`config.mk`:
```
export PLATFORM = sky130hd
export DESIGN_NAME = req_encoder83
export DESIGN_NICKNAME = d
export VERILOG_FILES = /design/src/rtl/req_encoder83_pkg.sv /design/src/rtl/req_encoder83_prio_sel.sv /design/src/rtl/req_encoder83.sv
export SDC_FILE = /design/constraint.sdc
export NUM_CORES = 1
export LEC_CHECK = 0
export BUFFER_PORTS_ARGS = -buffer_cell sky130_fd_sc_hd__buf_2
export CAP_MARGIN = 5
export CORE_MARGIN = 2
export CORE_UTILIZATION = 45
export DETAILED_ROUTE_END_ITERATION = 16
export GPL_TIMING_DRIVEN = 0
export PLACE_DENSITY = 0.82
export SLEW_MARGIN = 30
export SYNTH_ARGS = -nofsm -noshare
export SYNTH_HDL_FRONTEND = slang
export SYNTH_SLANG_ARGS = --single-unit
```
`constraint.sdc`:
```
create_clock -name clk -period 3.8 [get_ports clk]
set_clock_uncertainty 0.1 [all_clocks]
set_input_delay 1.14 -clock clk [delete_from_list [all_inputs] [get_ports clk]]
set_output_delay 1.14 -clock clk [all_outputs]
set_load 0.01 [all_outputs]
```
`src/rtl/req_encoder83_pkg.sv`:
```
// Shared sizing defaults and vector types for the sequential 8-to-3 request encoder.
package req_encoder83_pkg;
  localparam int N         = 8;
  localparam int W         = 3;
  localparam bit PRIO_HIGH = 1'b1;

  typedef logic [N-1:0] req_t;
  typedef logic [W-1:0] idx_t;
endpackage

```
`src/rtl/req_encoder83_prio_sel.sv`:
```
// Combinational priority selector: reports the winning set bit of vec and whether any bit is set.
module prio_sel
  import req_encoder83_pkg::*;
#(
  parameter int N         = req_encoder83_pkg::N,
  parameter int W         = req_encoder83_pkg::W,
  parameter bit PRIO_HIGH = req_encoder83_pkg::PRIO_HIGH
) (
  input  logic [N-1:0] vec,
  output logic [W-1:0] idx,
  output logic         any
);

  // The last matching bit in scan order wins, so scan direction sets the priority.
  always_comb begin
    idx = '0;
    any = |vec;
    if (PRIO_HIGH) begin
      for (int i = 0; i < N; i++)
        if (vec[i]) idx = W'(i);
    end else begin
      for (int i = N - 1; i >= 0; i--)
        if (vec[i]) idx = W'(i);
    end
  end

endmodule

```
`src/rtl/req_encoder83.sv`:
```
// Sticky-pending 8-to-3 priority encoder with a registered valid/ready output stage.
module req_encoder83
  import req_encoder83_pkg::*;
#(
  parameter int N         = req_encoder83_pkg::N,
  parameter int W         = req_encoder83_pkg::W,
  parameter bit PRIO_HIGH = req_encoder83_pkg::PRIO_HIGH
) (
  input  logic         clk,
  input  logic         rst,
  input  logic         en,
  input  logic [N-1:0] req,
  output logic         out_valid,
  input  logic         out_ready,
  output logic [W-1:0] out_idx,
  output logic [W:0]   pend_cnt,
  output logic         any_pend
);

  logic [N-1:0] pending;
  logic [N-1:0] clear_mask;
  logic [N-1:0] pending_next;
  logic [W-1:0] sel;
  logic         sel_any;
  logic         load;

  prio_sel #(
    .N         (N),
    .W         (W),
    .PRIO_HIGH (PRIO_HIGH)
  ) u_prio_sel (
    .vec (pending),
    .idx (sel),
    .any (sel_any)
  );

  assign load = !out_valid || out_ready;

  // New requests are OR-ed in after the clear, so a same-cycle re-request keeps its bit.
  always_comb begin
    clear_mask = '0;
    if (load && sel_any)
      clear_mask[sel] = 1'b1;
    pending_next = (pending & ~clear_mask) | (en ? req : '0);
  end

  always_ff @(posedge clk) begin
    if (rst) begin
      pending   <= '0;
      out_valid <= 1'b0;
      out_idx   <= '0;
    end else begin
      pending <= pending_next;
      if (load) begin
        out_valid <= sel_any;
        if (sel_any)
          out_idx <= sel;
      end
    end
  end

  always_comb begin
    pend_cnt = '0;
    for (int i = 0; i < N; i++)
      pend_cnt = pend_cnt + (W+1)'(pending[i]);
  end

  assign any_pend = |pending;

endmodule
```
# Word-level counts from Yosys, hierarchy flattened
# Cells that the tools add are included.
[word_totals] n_memories=0 reg_bits=12 mem_bits_rw=0 latchBits=0 word_cells=32 mem_bits_ro=0
[op_classes] shifts=0 mux=11 bitwise=3 reduce_logical=6 n_eq_ne=0 n_lt_le_gt_ge=2 n_mul=0 n_addsub=7 div=0
[ops] cell="adder 4 x 1 -> 4 bit" count=4
[ops] cell="2-to-1 mux 8 bit" count=2
[ops] cell="2-to-1 mux 3 bit" count=4
[ops] cell="AND 8 bit" count=1
[ops] cell="NOT 8 bit" count=1
[ops] cell="OR 8 bit" count=1
[ops] cell="OR reduction 8 bit" count=1
[ops] cell="adder 3 x 1 -> 4 bit" count=1
[ops] cell="< comparator 3 x 4 -> 1 bit (second input constant)" count=1
[ops] cell="2-to-1 mux 2 bit" count=2
[ops] cell="adder 2 x 1 -> 3 bit" count=1
[ops] cell="demux 1 bit (select 3 bit)" count=1
[ops] cell=">= comparator 3 x 1 -> 1 bit (second input constant)" count=1
[ops] cell="adder 1 x 1 -> 2 bit" count=1
[ops] cell="logical AND 1 bit" count=2
[ops] cell="2-to-1 mux 1 bit" count=2
[ops] cell="AND reduction 2 bit" count=1
[ops] cell="logical NOT 1 bit" count=1
[ops] cell="logical OR 1 bit" count=1

# Logic depth before layout (Yosys ltp)
[logic_depth] word_depth=15 ltp_mapped=9 depth_no_buf=9

# Cells and area by module
# Synthesis repeated with hierarchy kept, for this count alone.
[unflattened] cells_unflattened=98 hier_area_um2=848.3
[modules_own_cells] module="req_encoder83" area_per_inst_um2=782.0 n_inst=1 cells_per_inst=86
[modules_own_cells] module="prio_sel" area_per_inst_um2=66.3 n_inst=1 cells_per_inst=12

# Worst setup path after synthesis
# OpenSTA, ideal clock, no wires.
[synth_timing] path_kind="reg2out" from="register pending[0]" to="output port pend_cnt[2]" required_ns=2.560 stages_incl_launch_ff=10 slack_ns=-0.064 arrival_time_ns=2.624 path_cell_list="dfxtp_1 > fa_1 > inv_1 > fa_1 > fa_1 > inv_1 > ha_1 > inv_1 > fa_1 > xnor2_1"
[synth_via] elab_chain_cells=7
[synth_rtl] item="start: declaration" line_no="req_encoder83.sv:20" source="logic [N-1:0] pending;"
[synth_rtl] item="start signal: assignment" line_no="req_encoder83.sv:53" source="pending <= pending_next;"
[synth_rtl] item="adder 1 x 1 -> 2 bit" line_no="req_encoder83.sv:65" source="pend_cnt = pend_cnt + (W+1)'(pending[i]);"
[synth_rtl] item="adder 2 x 1 -> 3 bit" line_no="req_encoder83.sv:65"
[synth_rtl] item="adder 3 x 1 -> 4 bit" line_no="req_encoder83.sv:65"
[synth_rtl] item="adder 4 x 1 -> 4 bit (4 in series)" line_no="req_encoder83.sv:65"
[synth_rtl] item="end: declaration" line_no="req_encoder83.sv:16" source="output logic [W:0] pend_cnt,"
# No other way between the ends.

# Worst setup path in the final report
# Ends and elaborated chain as after synthesis.

==> metrics.txt <==
# TYPE chip_impl_metric gauge
chip_impl_info{name="run_status",value="complete, but fails checks"} 1
chip_impl_info{name="failed_checks",value="negative setup slack"} 1
chip_impl_metric{name="total_power_consumption_of_the_routed_design",unit="uW"} 422.2
chip_impl_metric{name="final-hold-violation-count",unit=""} 0
chip_impl_metric{name="cts_max_path_buffers",unit=""} 2
chip_impl_info{name="unrepaired_setup_endpoints_after_global_routing",value="true"} 1
chip_impl_info{name="grt_most_used_layer",value="met2"} 1
chip_impl_info{name="ctsRootBufferMaster",value="clkbuf_4"} 1
chip_impl_metric{name="post-route-worst-setup-slack",unit="ns"} -0.4957
chip_impl_metric{name="drt_iter0_markers",unit=""} 19
chip_impl_info{name="worstSetupEndpointType",value="output pin"} 1
chip_impl_metric{name="worstPathArrival",unit="ns"} 3.06
chip_impl_info{name="setup.worst_path.start",value="pending[0]"} 1
chip_impl_metric{name="numPortBuffers",unit=""} 20
chip_impl_metric{name="drt_antenna_net_count",unit=""} 0
chip_impl_metric{name="ff2ff_setup_slack",unit="ns"} 2.20
chip_impl_metric{name="synth_edf_count",unit=""} 0
chip_impl_metric{name="detail_route.first_pass.iterations",unit=""} 6
chip_impl_metric{name="grt_first_pass_wirelength",unit="um"} 2808
chip_impl_metric{name="slowest_delay",unit="ns"} 0.53
chip_impl_metric{name="cts-hold-fix-buffers",unit=""} 0
chip_impl_metric{name="initial_antenna_violation_count",unit=""} 0
chip_impl_metric{name="start_util",unit="%"} 49.10
chip_impl_metric{name="period_minus_slack",unit="ns"} 4.296
chip_impl_metric{name="synthAdderAreaFrac",unit="%"} 17.39
chip_impl_metric{name="max_freq",unit="GHz"} 0.2328
chip_impl_metric{name="synthCells",unit=""} 84
chip_impl_metric{name="grt_remaining_overflow",unit=""} 0
chip_impl_metric{name="routed_via_density",unit=""} 5.559
chip_impl_metric{name="worstPathMaxFanout",unit=""} 2
chip_impl_metric{name="synth_async_sr_flop_share",unit="%"} 0
chip_impl_metric{name="antenna_cells_inserted",unit=""} 0
chip_impl_metric{name="p_leak",unit="nW"} 0.4308
chip_impl_metric{name="met1_routing_resource_usage_after_global_routing",unit="%"} 25.89
chip_impl_metric{name="timing.final.setup_violations",unit=""} 4
chip_impl_info{name="commonest_non_fill_non_tap_cell_in_the_layout",value="buf_2"} 1
chip_impl_metric{name="die-area",unit="um2"} 2005
chip_impl_metric{name="timing.final.max_slew_violations",unit=""} 0
chip_impl_info{name="cpMaxStageDelayCell",value="fa_1"} 1
chip_impl_metric{name="insertion_delay",unit="ns"} 0.27
chip_impl_metric{name="total_nets_final",unit=""} 132
chip_impl_metric{name="synth_fp_nets",unit=""} 104
chip_impl_metric{name="power_density",unit="nW/um2"} 432.6
chip_impl_metric{name="chipHeight",unit="um"} 44.78
chip_impl_info{name="critPathKind",value="flip-flop to output pin"} 1
chip_impl_info{name="hp-class",value="flip-flop to flip-flop"} 1
chip_impl_metric{name="drive_gt1_share",unit="%"} 40.54
chip_impl_metric{name="ctsHtreeMaxLevel",unit=""} 1
chip_impl_metric{name="finalWirelength",unit="um"} 1700
chip_impl_metric{name="postSynthRegisterBits",unit=""} 12
chip_impl_info{name="element_type_at_the_critical_path_start",value="flip-flop"} 1
chip_impl_info{name="most-common-layout-cells",value="buf_2, a21oi_1, inv_1, dfxtp_1"} 1
chip_impl_metric{name="transition_time_at_the_pin_with_the_least_slew_margin",unit="ns"} 0.4928
chip_impl_metric{name="cap_violations",unit=""} 0
chip_impl_info{name="cts_tree",value="done"} 1
chip_impl_metric{name="grt_start_max_net_pins",unit=""} 11
chip_impl_metric{name="ir_worst_vdd",unit="mV"} 0.2521
chip_impl_metric{name="synth_area",unit="um2"} 748.2
chip_impl_metric{name="instances_no_fill",unit=""} 127
chip_impl_info{name="reg2reg_from",value="pending[7]"} 1
chip_impl_info{name="hold_path_start",value="out_idx[2]"} 1
chip_impl_metric{name="wire_per_inst",unit="um"} 13.39
chip_impl_metric{name="grt_use_total",unit="%"} 18.93
chip_impl_metric{name="area.growth.synth_to_final",unit="%"} 30.43
chip_impl_metric{name="finalSetupTns",unit="ns"} -1.347
chip_impl_metric{name="met3_usage",unit="%"} 4.800
chip_impl_metric{name="crit_required",unit="ns"} 2.56
chip_impl_info{name="synth_top_family_by_area",value="compound AO/OA/AOI/OAI gates"} 1
chip_impl_metric{name="synth.mux.area_fraction",unit="%"} 0
chip_impl_metric{name="place.detailed.hpwl",unit="um"} 1315
chip_impl_metric{name="die_x",unit="um"} 44.78
chip_impl_metric{name="grt_use_met2",unit="%"} 29.86
chip_impl_metric{name="synth_compound_gate_area_share",unit="%"} 25.92
chip_impl_metric{name="synth_sequential_area_ratio",unit="%"} 32.11
chip_impl_metric{name="postSynthAreaPerCell",unit="um2"} 8.907
chip_impl_metric{name="final.period_utilization",unit="%"} 113.0
chip_impl_info{name="synth_top_flop_cell",value="dfxtp_1"} 1
chip_impl_metric{name="first_global_vias",unit=""} 697
chip_impl_metric{name="yosys.area_share.xor_xnor",unit="%"} 1.171
chip_impl_metric{name="yosys_cell_types",unit=""} 28
chip_impl_metric{name="rows",unit=""} 14
chip_impl_metric{name="clk_transition_reported_paths",unit="ns"} 0.08
chip_impl_metric{name="num_io_pins",unit=""} 21
chip_impl_metric{name="detailroute.via_count",unit=""} 706
chip_impl_metric{name="cts-buffers-inserted",unit=""} 3
chip_impl_metric{name="post-route-util",unit="%"} 64.04
chip_impl_metric{name="post_detailed_route_drc_marker_count",unit=""} 0
chip_impl_metric{name="coreArea",unit="um2"} 1524
chip_impl_metric{name="yosysWarningCount",unit=""} 0
chip_impl_metric{name="synth-simple-area-share",unit="%"} 15.05
chip_impl_metric{name="placedCellCount",unit=""} 120
chip_impl_metric{name="slew-limit-headroom",unit="%"} 67.14
chip_impl_metric{name="cts.sinks",unit=""} 12
chip_impl_metric{name="gp_congestion",unit=""} 0.8168
chip_impl_info{name="ordered_list_of_cells_on_the_worst_path",value="fa_1 > inv_1 > fa_1 > fa_2 > inv_2 > ha_4 > inv_2 > fa_2 > xnor2_2 > buf_2"} 1
[kinds of logic (layout without fill, tap and decap cells)]
| family | Yosys count | in the layout |
|---|---|---|
| flops | 12 | 12 |
| compound gates | 28 | 28 |
| buf+inv | 16 | 43 |
| fa+ha+maj | 8 | 8 |
| xor+xnor | 1 | 1 |
| simple gates | 19 | 19 |
[report_power, final]
part | switching [mW] | internal [mW] | total (mW)
registers | 0.0124 | 0.139 | 0.151
logic | 0.0846 | 0.0847 | 0.169
clock network | 0.0433 | 0.0582 | 0.102
[synthesized netlist by cell type, types with 4 or more instances]
| cell type | n | share of area, % |
|---|---|---|
| inv_1 | 13 | 6.5 |
| a311oi_1 | 4 | 4.7 |
| a21oi_1 | 13 | 8.7 |
| fa_1 | 4 | 11 |
| ha_1 | 4 | 6.7 |
| dfxtp_1 | 12 | 32 |
| nand2_1 | 4 | 2.0 |
| nor2_1 | 4 | 2.0 |
[what timing repair did]
| action | 4_1_cts | 5_1_grt |
|---|---|---|
| pin swaps | 1 | 1 |
| setup endpoints to repair | 4 | 4 |
| setup buffers | 2 | 1 |
| resized for setup | 10 | 1 |
[per-stage QoR]
stage	instance area (um2)	hold slack, ns	setup WS, ns
2_1_floorplan	759.5	0.3984	-0.01579
4_1_cts	964.7	0.3757	-0.4997
6_report	975.9	0.3724	-0.4957
3_5_place_dp	879.6	0.3649	-0.2391
5_1_grt	975.9	0.4002	-0.5875
3_3_place_gp	879.6	0.3622	-0.1877
[final cells by class]
type	instances	area, um2
Buffer	2	7.507
Clock buffer	4	36.28
Fill cell	124	548.0
Inverter	14	55.05
Multi-Input combinational cell	56	474.2
Sequential cell	12	244.0
Tap cell	16	20.02
Timing Repair Buffer	23	138.9
[routing by layer]
layer	vias to the layer above	routed length, um
met5	-	0
met4	0	0
met3	0	74
met2	23	818
met1	334	807
li1	349	-
[worst max-delay path: cells and delay by family, from the launching register on]
kind	cells	cell delay, ns
adder cells (fa/ha/maj)	5	1.97
flip-flops	1	0.34
buffers and inverters	4	0.31
XOR/XNOR	1	0.16
[path summary, 6_finish.rpt]
check,to,cells past startpoint
worst max-delay path,pend_cnt[2],10
worst min register to register,out_idx[2],2
worst max register to register,pending[2],4
worst min-delay path,out_idx[2],2
[sequential cells by signal, indices dropped and copies added (netlist names)]
| signal | flops |
|---|---|
| out_idx | 3 |
| out_valid | 1 |
| pending | 8 |
Note: power is estimated with default switching activity, not from simulation.
